==> src/rtl/draw_grid_tracker.sv <==
`default_nettype none
// ============================================================================
// Module   : draw_grid_tracker
// Purpose  : Tracks a raster pixel stream against a brick-wall playfield
//            (borders between bricks) using per-axis segment counters and
//            reports field/brick membership, brick indices and in-brick
//            offsets one cycle after each valid pixel.
// Options  : DRAW_GRID_TRACKER_SYNC_CHECK_EN - enables the raster
//            discontinuity detector driving sync_err_o.
// Revision : 1.0 - initial release
// ============================================================================
module draw_grid_tracker #(
    parameter int PIX_WIDTH   = 12,
    parameter int BRICK_X     = 20,
    parameter int BRICK_Y     = 25,
    parameter int BRICK_X_CNT = 10,
    parameter int BRICK_Y_CNT = 20,
    parameter int BORDER_X    = 2,
    parameter int BORDER_Y    = 2
) (
    input  logic                                           clk,
    input  logic                                           rst_n,
    input  logic [PIX_WIDTH-1:0]                           start_x_i,
    input  logic [PIX_WIDTH-1:0]                           start_y_i,
    output logic [PIX_WIDTH-1:0]                           end_x_o,
    output logic [PIX_WIDTH-1:0]                           end_y_o,
    input  logic                                           pix_valid_i,
    input  logic [PIX_WIDTH-1:0]                           pix_x_i,
    input  logic [PIX_WIDTH-1:0]                           pix_y_i,
    output logic                                           in_field_o,
    output logic                                           in_brick_o,
    output logic [$clog2(BRICK_X_CNT)-1:0]                 brick_col_num_o,
    output logic [$clog2(BRICK_Y_CNT)-1:0]                 brick_row_num_o,
    output logic [((BRICK_X > 1) ? $clog2(BRICK_X) : 1)-1:0] brick_pix_x_o,
    output logic [((BRICK_Y > 1) ? $clog2(BRICK_Y) : 1)-1:0] brick_pix_y_o,
    output logic                                           out_valid_o,
    output logic                                           sync_err_o
);

    localparam int COL_W   = $clog2(BRICK_X_CNT);
    localparam int ROW_W   = $clog2(BRICK_Y_CNT);
    // Internal indices must also hold the count value reached in the last border.
    localparam int COLI_W  = $clog2(BRICK_X_CNT + 1);
    localparam int ROWI_W  = $clog2(BRICK_Y_CNT + 1);
    localparam int OFSX_W  = (BRICK_X > 1) ? $clog2(BRICK_X) : 1;
    localparam int OFSY_W  = (BRICK_Y > 1) ? $clog2(BRICK_Y) : 1;
    localparam int XSEG    = (BRICK_X > BORDER_X) ? BRICK_X : BORDER_X;
    localparam int YSEG    = (BRICK_Y > BORDER_Y) ? BRICK_Y : BORDER_Y;
    localparam int XCNT_W  = $clog2(XSEG + 1);
    localparam int YCNT_W  = $clog2(YSEG + 1);
    localparam int X_SPAN  = BORDER_X * (BRICK_X_CNT + 1) + BRICK_X * BRICK_X_CNT - 1;
    localparam int Y_SPAN  = BORDER_Y * (BRICK_Y_CNT + 1) + BRICK_Y * BRICK_Y_CNT - 1;

    typedef enum logic [1:0] {
        AX_OUTSIDE = 2'd0,
        AX_BORDER  = 2'd1,
        AX_BRICK   = 2'd2,
        AX_DONE    = 2'd3
    } axis_state_t;

    axis_state_t         x_state, x_state_nx, y_state, y_state_nx;
    logic [XCNT_W-1:0]   x_cnt, x_cnt_nx;
    logic [YCNT_W-1:0]   y_cnt, y_cnt_nx;
    logic [COLI_W-1:0]   x_col, x_col_nx;
    logic [ROWI_W-1:0]   y_row, y_row_nx;
    logic                line_evt;
    logic                x_slip;
    logic                x_in_field, y_in_field, x_in_brick, y_in_brick;

    // Field corner is pure modular arithmetic, so wrapped fields come out right.
    assign end_x_o  = start_x_i + PIX_WIDTH'(X_SPAN);
    assign end_y_o  = start_y_i + PIX_WIDTH'(Y_SPAN);
    assign line_evt = pix_valid_i && (pix_x_i == start_x_i);

`ifdef DRAW_GRID_TRACKER_SYNC_CHECK_EN
    logic [PIX_WIDTH-1:0] prev_x;
    logic                 sync_err;

    assign x_slip = pix_valid_i
                 && (pix_x_i != prev_x + PIX_WIDTH'(1))
                 && (pix_x_i != start_x_i)
                 && ((x_state == AX_BORDER) || (x_state == AX_BRICK));
    assign sync_err_o = sync_err;

    // Remember the last valid x and latch any discontinuity until reset.
    always_ff @(posedge clk or negedge rst_n) begin
        if (!rst_n) begin
            prev_x   <= '0;
            sync_err <= 1'b0;
        end else if (pix_valid_i) begin
            prev_x   <= pix_x_i;
            sync_err <= sync_err | x_slip;
        end
    end
`else
    assign x_slip     = 1'b0;
    assign sync_err_o = 1'b0;
`endif

    // Axis state registers; they only move on valid pixels / line events.
    always_ff @(posedge clk or negedge rst_n) begin
        if (!rst_n) begin
            x_state <= AX_OUTSIDE;
            x_cnt   <= '0;
            x_col   <= '0;
            y_state <= AX_OUTSIDE;
            y_cnt   <= '0;
            y_row   <= '0;
        end else begin
            x_state <= x_state_nx;
            x_cnt   <= x_cnt_nx;
            x_col   <= x_col_nx;
            y_state <= y_state_nx;
            y_cnt   <= y_cnt_nx;
            y_row   <= y_row_nx;
        end
    end

    // X axis: classify the current pixel by advancing one position per valid pixel.
    always_comb begin
        x_state_nx = x_state;
        x_cnt_nx   = x_cnt;
        x_col_nx   = x_col;
        if (pix_valid_i) begin
            if (pix_x_i == start_x_i) begin
                x_state_nx = AX_BORDER;
                x_cnt_nx   = '0;
                x_col_nx   = '0;
            end else if (x_slip) begin
                x_state_nx = AX_OUTSIDE;
                x_cnt_nx   = '0;
                x_col_nx   = '0;
            end else begin
                case (x_state)
                    AX_BORDER: begin
                        if (x_cnt == XCNT_W'(BORDER_X - 1)) begin
                            x_cnt_nx   = '0;
                            x_state_nx = (x_col < COLI_W'(BRICK_X_CNT)) ? AX_BRICK : AX_DONE;
                        end else begin
                            x_cnt_nx = x_cnt + XCNT_W'(1);
                        end
                    end
                    AX_BRICK: begin
                        if (x_cnt == XCNT_W'(BRICK_X - 1)) begin
                            x_state_nx = AX_BORDER;
                            x_cnt_nx   = '0;
                            x_col_nx   = x_col + COLI_W'(1);
                        end else begin
                            x_cnt_nx = x_cnt + XCNT_W'(1);
                        end
                    end
                    default: begin
                        x_state_nx = AX_OUTSIDE;
                        x_cnt_nx   = '0;
                        x_col_nx   = '0;
                    end
                endcase
            end
        end
    end

    // Y axis: same sequencing, but steps only on a line event.
    always_comb begin
        y_state_nx = y_state;
        y_cnt_nx   = y_cnt;
        y_row_nx   = y_row;
        if (line_evt) begin
            if (pix_y_i == start_y_i) begin
                y_state_nx = AX_BORDER;
                y_cnt_nx   = '0;
                y_row_nx   = '0;
            end else begin
                case (y_state)
                    AX_BORDER: begin
                        if (y_cnt == YCNT_W'(BORDER_Y - 1)) begin
                            y_cnt_nx   = '0;
                            y_state_nx = (y_row < ROWI_W'(BRICK_Y_CNT)) ? AX_BRICK : AX_DONE;
                        end else begin
                            y_cnt_nx = y_cnt + YCNT_W'(1);
                        end
                    end
                    AX_BRICK: begin
                        if (y_cnt == YCNT_W'(BRICK_Y - 1)) begin
                            y_state_nx = AX_BORDER;
                            y_cnt_nx   = '0;
                            y_row_nx   = y_row + ROWI_W'(1);
                        end else begin
                            y_cnt_nx = y_cnt + YCNT_W'(1);
                        end
                    end
                    default: begin
                        y_state_nx = AX_OUTSIDE;
                        y_cnt_nx   = '0;
                        y_row_nx   = '0;
                    end
                endcase
            end
        end
    end

    assign x_in_brick = (x_state_nx == AX_BRICK);
    assign y_in_brick = (y_state_nx == AX_BRICK);
    assign x_in_field = (x_state_nx == AX_BORDER) || x_in_brick;
    assign y_in_field = (y_state_nx == AX_BORDER) || y_in_brick;

    // Register the decode of the pixel presented this cycle; idle cycles report nothing.
    always_ff @(posedge clk or negedge rst_n) begin
        if (!rst_n) begin
            out_valid_o     <= 1'b0;
            in_field_o      <= 1'b0;
            in_brick_o      <= 1'b0;
            brick_col_num_o <= '0;
            brick_row_num_o <= '0;
            brick_pix_x_o   <= '0;
            brick_pix_y_o   <= '0;
        end else begin
            out_valid_o     <= pix_valid_i;
            in_field_o      <= pix_valid_i && x_in_field && y_in_field;
            in_brick_o      <= pix_valid_i && x_in_brick && y_in_brick;
            brick_col_num_o <= (pix_valid_i && x_in_brick) ? x_col_nx[COL_W-1:0]     : '0;
            brick_row_num_o <= (pix_valid_i && y_in_brick) ? y_row_nx[ROW_W-1:0]     : '0;
            brick_pix_x_o   <= (pix_valid_i && x_in_brick) ? x_cnt_nx[OFSX_W-1:0]    : '0;
            brick_pix_y_o   <= (pix_valid_i && y_in_brick) ? y_cnt_nx[OFSY_W-1:0]    : '0;
        end
    end

endmodule
`default_nettype wire
==> config.mk <==
export PLATFORM = sky130hd
export DESIGN_NAME = draw_grid_tracker
export DESIGN_NICKNAME = d
export VERILOG_FILES = /design/src/rtl/draw_grid_tracker.sv
export SDC_FILE = /design/constraint.sdc
export NUM_CORES = 1
export LEC_CHECK = 0
export CAP_MARGIN = 20
export CORE_MARGIN = 2
export CORE_UTILIZATION = 47
export DETAILED_ROUTE_END_ITERATION = 8
export GPL_ROUTABILITY_DRIVEN = 0
export PLACE_DENSITY = 0.87
export SYNTH_ARGS = -nofsm -noshare
export SYNTH_HDL_FRONTEND = slang
export SYNTH_SLANG_ARGS = --single-unit
export TNS_END_PERCENT = 1
==> constraint.sdc <==
create_clock -name clk -period 2.7 [get_ports clk]
set_clock_uncertainty 0.05 [all_clocks]
set_input_delay 0.54 -clock clk [delete_from_list [all_inputs] [get_ports clk]]
set_output_delay 0.54 -clock clk [all_outputs]
set_load 0.01 [all_outputs]
==> results of run 1 <==
sequential cells by signal, summed over array words and instances, names as in the netlist:
name and flops:
x_col 4, x_state 2, brick_pix_x_o 5, in_brick_o 1, brick_pix_y_o 5, x_cnt 5, brick_col_num_o 4, y_state 2
out_valid_o 1, in_field_o 1, y_cnt 5, y_row 5, brick_row_num_o 5
cell usage in the layout, fill, tap and decap left out, drive strengths merged, types with 6 or more instances in the layout:
cell	netlist	layout
nand3	18	18
nand2	34	35
nand4	11	11
xnor2	15	15
a21oi	15	15
clkbuf	4	10
o21ai	12	12
ha	15	15
nor2	17	17
dlymetal6s2s	0	14
a31oi	6	6
nor2b	6	6
buf	6	53
xor2	31	31
a22oi	7	7
clkdlybuf4s50	0	57
inv	18	19
dlygate4sd2	0	15
dfrtp	45	45
nor4	7	7
synthesized netlist by cell type, types with 2 or more instances:
cell | count | area share
o41ai_1 | 2 | 0.0058
o211ai_1 | 2 | 0.0050
buf_6 | 4 | 0.015
ha_1 | 15 | 0.062
a22oi_4 | 2 | 0.014
o221ai_1 | 2 | 0.0058
nand3_1 | 18 | 0.030
xor2_1 | 31 | 0.090
xnor2_1 | 15 | 0.043
or4_4 | 4 | 0.015
inv_1 | 18 | 0.022
and2_1 | 3 | 0.0062
a22oi_1 | 5 | 0.012
dfrtp_1 | 45 | 0.37
nor2b_1 | 6 | 0.012
a31oi_1 | 6 | 0.012
nand2_1 | 33 | 0.041
mux2i_1 | 5 | 0.017
nor3_1 | 4 | 0.0066
nor2_1 | 17 | 0.021
nor4_1 | 6 | 0.012
and4b_1 | 3 | 0.0099
nand4b_1 | 2 | 0.0058
and2b_1 | 2 | 0.0050
a22o_1 | 5 | 0.014
o22ai_1 | 3 | 0.0062
nor4b_1 | 2 | 0.0058
o21ai_0 | 12 | 0.020
nand2b_1 | 4 | 0.0083
buf_4 | 2 | 0.0050
a21oi_1 | 15 | 0.025
clkbuf_1 | 3 | 0.0037
nand4_1 | 11 | 0.023
stage by stage:
step | TNS [ps] | utilization | area (sq um) | std cells
3_5_place_dp | -16640 | 0.6986 | 4385 | 538
3_3_place_gp | -13720 | 0.6986 | 4385 | 538
5_1_grt | -178.8 | 0.7435 | 4667 | 548
4_1_cts | -94.95 | 0.7144 | 4484 | 546
6_report | 0 | 0.7435 | 4667 | 548
2_1_floorplan | 0 | - | 3029 | 324
layout make-up:
cell class                      instances  area (sq um)
Inverter                               19         71.32
Timing Repair Buffer                  148          1341
Clock buffer                            5         68.82
Tap cell                               77         96.34
Fill cell                             420          1610
Clock inverter                          3         21.27
Multi-Input combinational cell        251          1942
Sequential cell                        45          1126
final timing paths:
| kind | to | slack [ps] | cells after the start |
|---|---|---|---|
| max in group asynchronous | brick_pix_y_o[1]$_DFF_PN0_ | 1670 | 1 |
| min in group clk | brick_pix_x_o[0]$_DFF_PN0_ | 500 | 1 |
| hold reg to reg | brick_pix_x_o[0]$_DFF_PN0_ | 500 | 1 |
| setup reg to reg | in_brick_o$_DFF_PN0_ | 180 | 10 |
| hold / removal | brick_pix_x_o[4]$_DFF_PN0_ | 330 | 1 |
| setup / recovery | end_x_o[10] | 30 | 8 |
layer usage:
| layer | global-route usage | vias up |
|---|---|---|
| li1 | - | 1441 |
| met1 | 0.2665 | 1478 |
| met2 | 0.4048 | 136 |
| met3 | 0.04818 | 21 |
| met4 | 0.08211 | 0 |
| met5 | 0 | - |
timing repair:
item,in CTS,in global routing
gates cloned,0,1
resized for setup,38,49
pin swaps,0,5
hold buffers,0,0
buffers inserted,0,1
setup endpoints to repair,35,28
logic make-up after synthesis:
kind of cell               count (synthesis)  synth area share
AOI/OAI and AO/OA                         62            0.1425
xor gates and xnor gates                  46            0.1330
adders and majority gates                 15           0.06196
buffers and inverters                     29           0.04956
DFF                                       45            0.3717
muxes                                      6           0.02024
other                                      1          0.001238
and+or+nand+nor                          120            0.2198
critical path, stage by stage:
cell,delay (ps)
dlygate4sd2_1,290
ha_1,230
o41ai_2,260
buf_4,180
nand2_1,80
nand3_1,120
xnor2_1,120
clkdlybuf4s15_1,270
power breakdown:
| group | internal [mW] | total, mW | switching [mW] |
|---|---|---|---|
| sequential | 0.679 | 0.684 | 0.00478 |
| combinational | 0.207 | 0.389 | 0.182 |
| clock | 0.184 | 0.436 | 0.252 |
==> flow_summary.toml, run 1 <==
[routing]
drtAntennaViolNets = 0
wl_um = 8398
topRoutingLayerUsed = "met4"
wire_per_inst_um = 15.32
drc = 0
dr_wl_met2_um = 4355
drt_iter0_drc = 182
drt_pre_antenna_iters = 5
viasPerCell = 5.613
dr_wl_met3_um = 500
vias = 3076
wl_met1_um = 3340

[outcome]
outcome = "complete, no violations"

[worst_setup_path]
crit_arrival_ps = 2080
end_kind = "primary output"
start_kind = "input pin"
worst-path-max-fanout = 4
critPathLaunch = "start_x_i[1]"
critPathRequiredTime_ps = 2110
critical_path_class = "input pin to primary output"
r2r_start = "y_cnt[1]$_DFF_PN0_"

[final_layout]
syn_to_final_growth_pct = 54.07
layout-drive-gt1-share = 0.2208
antenna_cells = 0
fin_nets = 536

[sta]
worstMarginPinSlew_ps = 968.9
setup_slack_ps = 32.63
max_freq_ghz = 0.3749
slew_viol_final = 0
rsz0062_at_grt = "yes"
fin_crit_ps = 2667
whs_ps = 330.5
relSlewSlack = 0.3541
finalSetupViolations = 0
hold_violations = 0
min_period_over_period = 0.9879

[floorplanning]
die_area_sq_mm = 0.007103
core-area_sq_mm = 0.006277
row_count = 29
die_y_um = 84.28
io_pins = 98
die_x_um = 84.28
start_util = 0.4826

[synth]
postSynthAreaPerCell_sq_um = 9.349
syn-instance-count = 324
yosysSeqAreaShare = 0.3717
synthesis.nets = 390
syn-cell-area_sq_mm = 0.003029
ys_warn_count = 0
synthArstFlopShare = 1.000
synth.distinct_cells = 50
synth_edf_count = 0
ys_seq_elements = 45
synth_ff_type = "dfrtp_1"

[power]
irDropWorstVdd_uv = 381.0
total_power_mw = 1.509
leakage_nw = 2.179
power.density_mw_per_mm2 = 323.3

[grt]
grt_pass1_wl_um = 13250
track_usage = 0.2262
antenna_found_initial = 0
grt_pass1_vias = 2955
grt-ovfl-total = 0
grt_max_degree = 46

[run]
drv_cap = 0

[place]
dpl.hpwl_um = 6255
io_buffers = 96
place_ws_ps = -549.2

[clock_network]
clk_latency_ps = 310
clock-sinks = 45
root_buffer = "clkbuf_8"
cts_tree = "done"
clock_tree.buffer_depth = 2
htreeDepth = 2
cts.clk_slew.worst_paths_ps = 90
numCtsBuffers = 5

[worst_hold_path]
min_path_type = "input pin to asynchronous set/reset pin"
No activity file was read; power rests on OpenSTA's default activity.
==> inputs of run 2 (changes only) <==
--- a/config.mk
+++ b/config.mk
@@ -5,7 +5,6 @@
 export SDC_FILE = /design/constraint.sdc
 export NUM_CORES = 1
 export LEC_CHECK = 0
-export CAP_MARGIN = 20
 export CORE_MARGIN = 2
 export CORE_UTILIZATION = 47
 export DETAILED_ROUTE_END_ITERATION = 8
==> results of run 2 <==
The final DEF is identical to that of run 1; final timing and power are the same.
==> inputs of run 3 (changes only) <==
--- a/config.mk
+++ b/config.mk
@@ -6,10 +6,12 @@
 export NUM_CORES = 1
 export LEC_CHECK = 0
 export CORE_MARGIN = 2
-export CORE_UTILIZATION = 47
+export CORE_UTILIZATION = 48
+export CTS_BUF_LIST = sky130_fd_sc_hd__clkbuf_2 sky130_fd_sc_hd__clkbuf_4 sky130_fd_sc_hd__clkbuf_8
+export CTS_CLUSTER_DIAMETER = 150
 export DETAILED_ROUTE_END_ITERATION = 8
 export GPL_ROUTABILITY_DRIVEN = 0
-export PLACE_DENSITY = 0.87
+export PLACE_DENSITY = 0.89
 export SYNTH_ARGS = -nofsm -noshare
 export SYNTH_HDL_FRONTEND = slang
 export SYNTH_SLANG_ARGS = --single-unit
==> constraint.sdc (replaced) <==
create_clock -name clk -period 2.7 [get_ports clk]
set_clock_uncertainty 0.05 [all_clocks]
set_input_delay 0.54 -clock clk [delete_from_list [all_inputs] [get_ports clk]]
set_output_delay 0.54 -clock clk [all_outputs]
set_load 0.005 [all_outputs]
==> flow_summary.toml, run 3 (same netlist as run 1, synthesis figures left out) <==
[sta]
hold_violations = 0
worstMarginPinSlew_ps = 996.7
max_freq_ghz = 0.3651
setup_slack_ps = -38.64
relSlewSlack = 0.3356
whs_ps = 344.2
min_period_over_period = 1.014
slew_viol_final = 0
finalSetupViolations = 4
fin_crit_ps = 2739
rsz0062_at_grt = "yes"

[worst_hold_path]
min_path_type = "input pin to asynchronous set/reset pin"

[grt]
use_met3 = 0.04970
grt_max_degree = 46
track_usage = 0.2324
top_usage_layer = "met2"
grt_pass1_wl_um = 13650
use_met2 = 0.4062
grt_pass1_vias = 3104
grt-ovfl-total = 0
met1_usage = 0.2830
antenna_found_initial = 0

[worst_setup_path]
critical_path_class = "input pin to primary output"
r2r_start = "y_cnt[1]$_DFF_PN0_"
critPathRequiredTime_ps = 2110
worst-path-max-fanout = 4
end_kind = "primary output"
reg2regPathDepth = 10
start_kind = "input pin"
crit_arrival_ps = 2150
r2r_slack_ps = 110
critPathLaunch = "start_y_i[1]"
r2r_end = "in_brick_o$_DFF_PN0_"

[power]
pwr-share-clk = 0.289
irDropWorstVdd_uv = 309.4
total_power_mw = 1.512
power.density_mw_per_mm2 = 322.4
comb_power_share = 0.258
leakage_nw = 2.144
switching_power_mw = 0.4129
power_frac_seq = 0.453
p_int_mw = 1.099
p_sw_frac = 0.2731

[clock_network]
clock_tree.buffer_depth = 2
numCtsBuffers = 5
htreeDepth = 2
clk_latency_ps = 310
root_buffer = "clkbuf_8"
clock-sinks = 45
holdBufCountCts = 0
cts_tree = "done"
cts.clk_slew.worst_paths_ps = 80

[final_layout]
antenna_cells = 0
fin_nets = 541
most-common-layout-cells = "clkdlybuf4s50_1 (66), buf_4 (57), dfrtp_1 (45), nand2_1 (33), xor2_1 (28)"
layout_commonest_cell = "clkdlybuf4s50_1"
fillers = 385
syn_to_final_growth_pct = 54.81
layout-drive-gt1-share = 0.2227

[routing]
drt_pre_antenna_iters = 5
vias = 3140
wl_um = 8916
drtAntennaViolNets = 0
drt_iter0_drc = 225
viasPerCell = 5.699
drc = 0
wire_per_inst_um = 16.18

[place]
io_buffers = 96
dpl.hpwl_um = 6082
place_ws_ps = -562.1

[floorplanning]
die_area_sq_mm = 0.006962
core-area_sq_mm = 0.006026
die_x_um = 83.44
row_count = 28
die_y_um = 83.44
io_pins = 98
start_util = 0.5027

[outcome]
violations = "setup timing"
outcome = "finished with violations"

[run]
drv_cap = 0
run 3: cell types whose count changed in the layout (fill, tap and decap cells not counted), moves of 4 or more:
cell,change
clkdlybuf4s50_1,+9
xor2_2,-4
buf_4,+5
xor2_1,+4
dlymetal6s2s_1,-6
run 3: power groups by stage:
stage / clock network, mW / registers, mW / logic (mW)
global placement: 0 / 0.697 / 0.368
CTS: 0.436 / 0.684 / 0.373
detailed placement: 0 / 0.697 / 0.377
floorplan: 0 / 0.696 / 0.126
global route: 0.461 / 0.685 / 0.423
finish: 0.437 / 0.684 / 0.391
run 3: layout make-up:
type | instances | area (sq um) | area share
timing repair buffer | 153 | 1374 | 0.2930
tap | 75 | 93.84 | 0.02001
sequential | 45 | 1126 | 0.2401
clock inverter | 1 | 7.507 | 0.001601
multi-input combinational | 251 | 1933 | 0.4122
clock buffer | 7 | 83.83 | 0.01788
inverter | 19 | 71.32 | 0.01521
run 3: worst max-delay path, cell delays in order:
cell and delay (ps):
dlygate4sd2_1 280, ha_2 200, o41ai_2 310, buf_4 170, buf_4 100, buf_4 110
nor2_1 50, xor2_1 130, dlygate4sd2_1 260
run 3: per-stage QoR:
| step | util | setup TNS, ps | area [sq um] | instances |
|---|---|---|---|---|
| after floorplan | - | 0 | 3029 | 324 |
| after global placement | 0.7286 | -14180 | 4390 | 537 |
| after detailed placement | 0.7286 | -16600 | 4390 | 537 |
| after CTS | 0.7508 | -252.6 | 4524 | 548 |
| after global routing | 0.7782 | -1355 | 4690 | 551 |
| final | 0.7782 | -78.34 | 4690 | 551 |
run 3: routing by layer:
metal	share of wire	up-vias	routed length, um
li1	-	1460	-
met1	0.38	1503	3420
met2	0.52	148	4630
met3	0.072	29	645
met4	0.025	0	220
met5	0	-	0
run 3: how the worst max path moves through the flow:
stage	cells after the start	to	slack (ps)
after floorplan	10	brick_row_num_o[3]$_DFF_PN0_	20
after global placement	8	end_x_o[11]	-460
after detailed placement	10	brick_pix_y_o[2]$_DFF_PN0_	-560
after CTS	10	brick_row_num_o[0]$_DFF_PN0_	-70
after global routing	9	brick_row_num_o[3]$_DFF_PN0_	-160
final	9	end_y_o[8]	-40
run 3: what timing repair did:
item | in CTS | in global routing
cloned | 0 | 1
resized for setup | 33 | 38
buffers inserted | 3 | 2
setup endpoints to repair | 32 | 25
pin swaps | 1 | 5
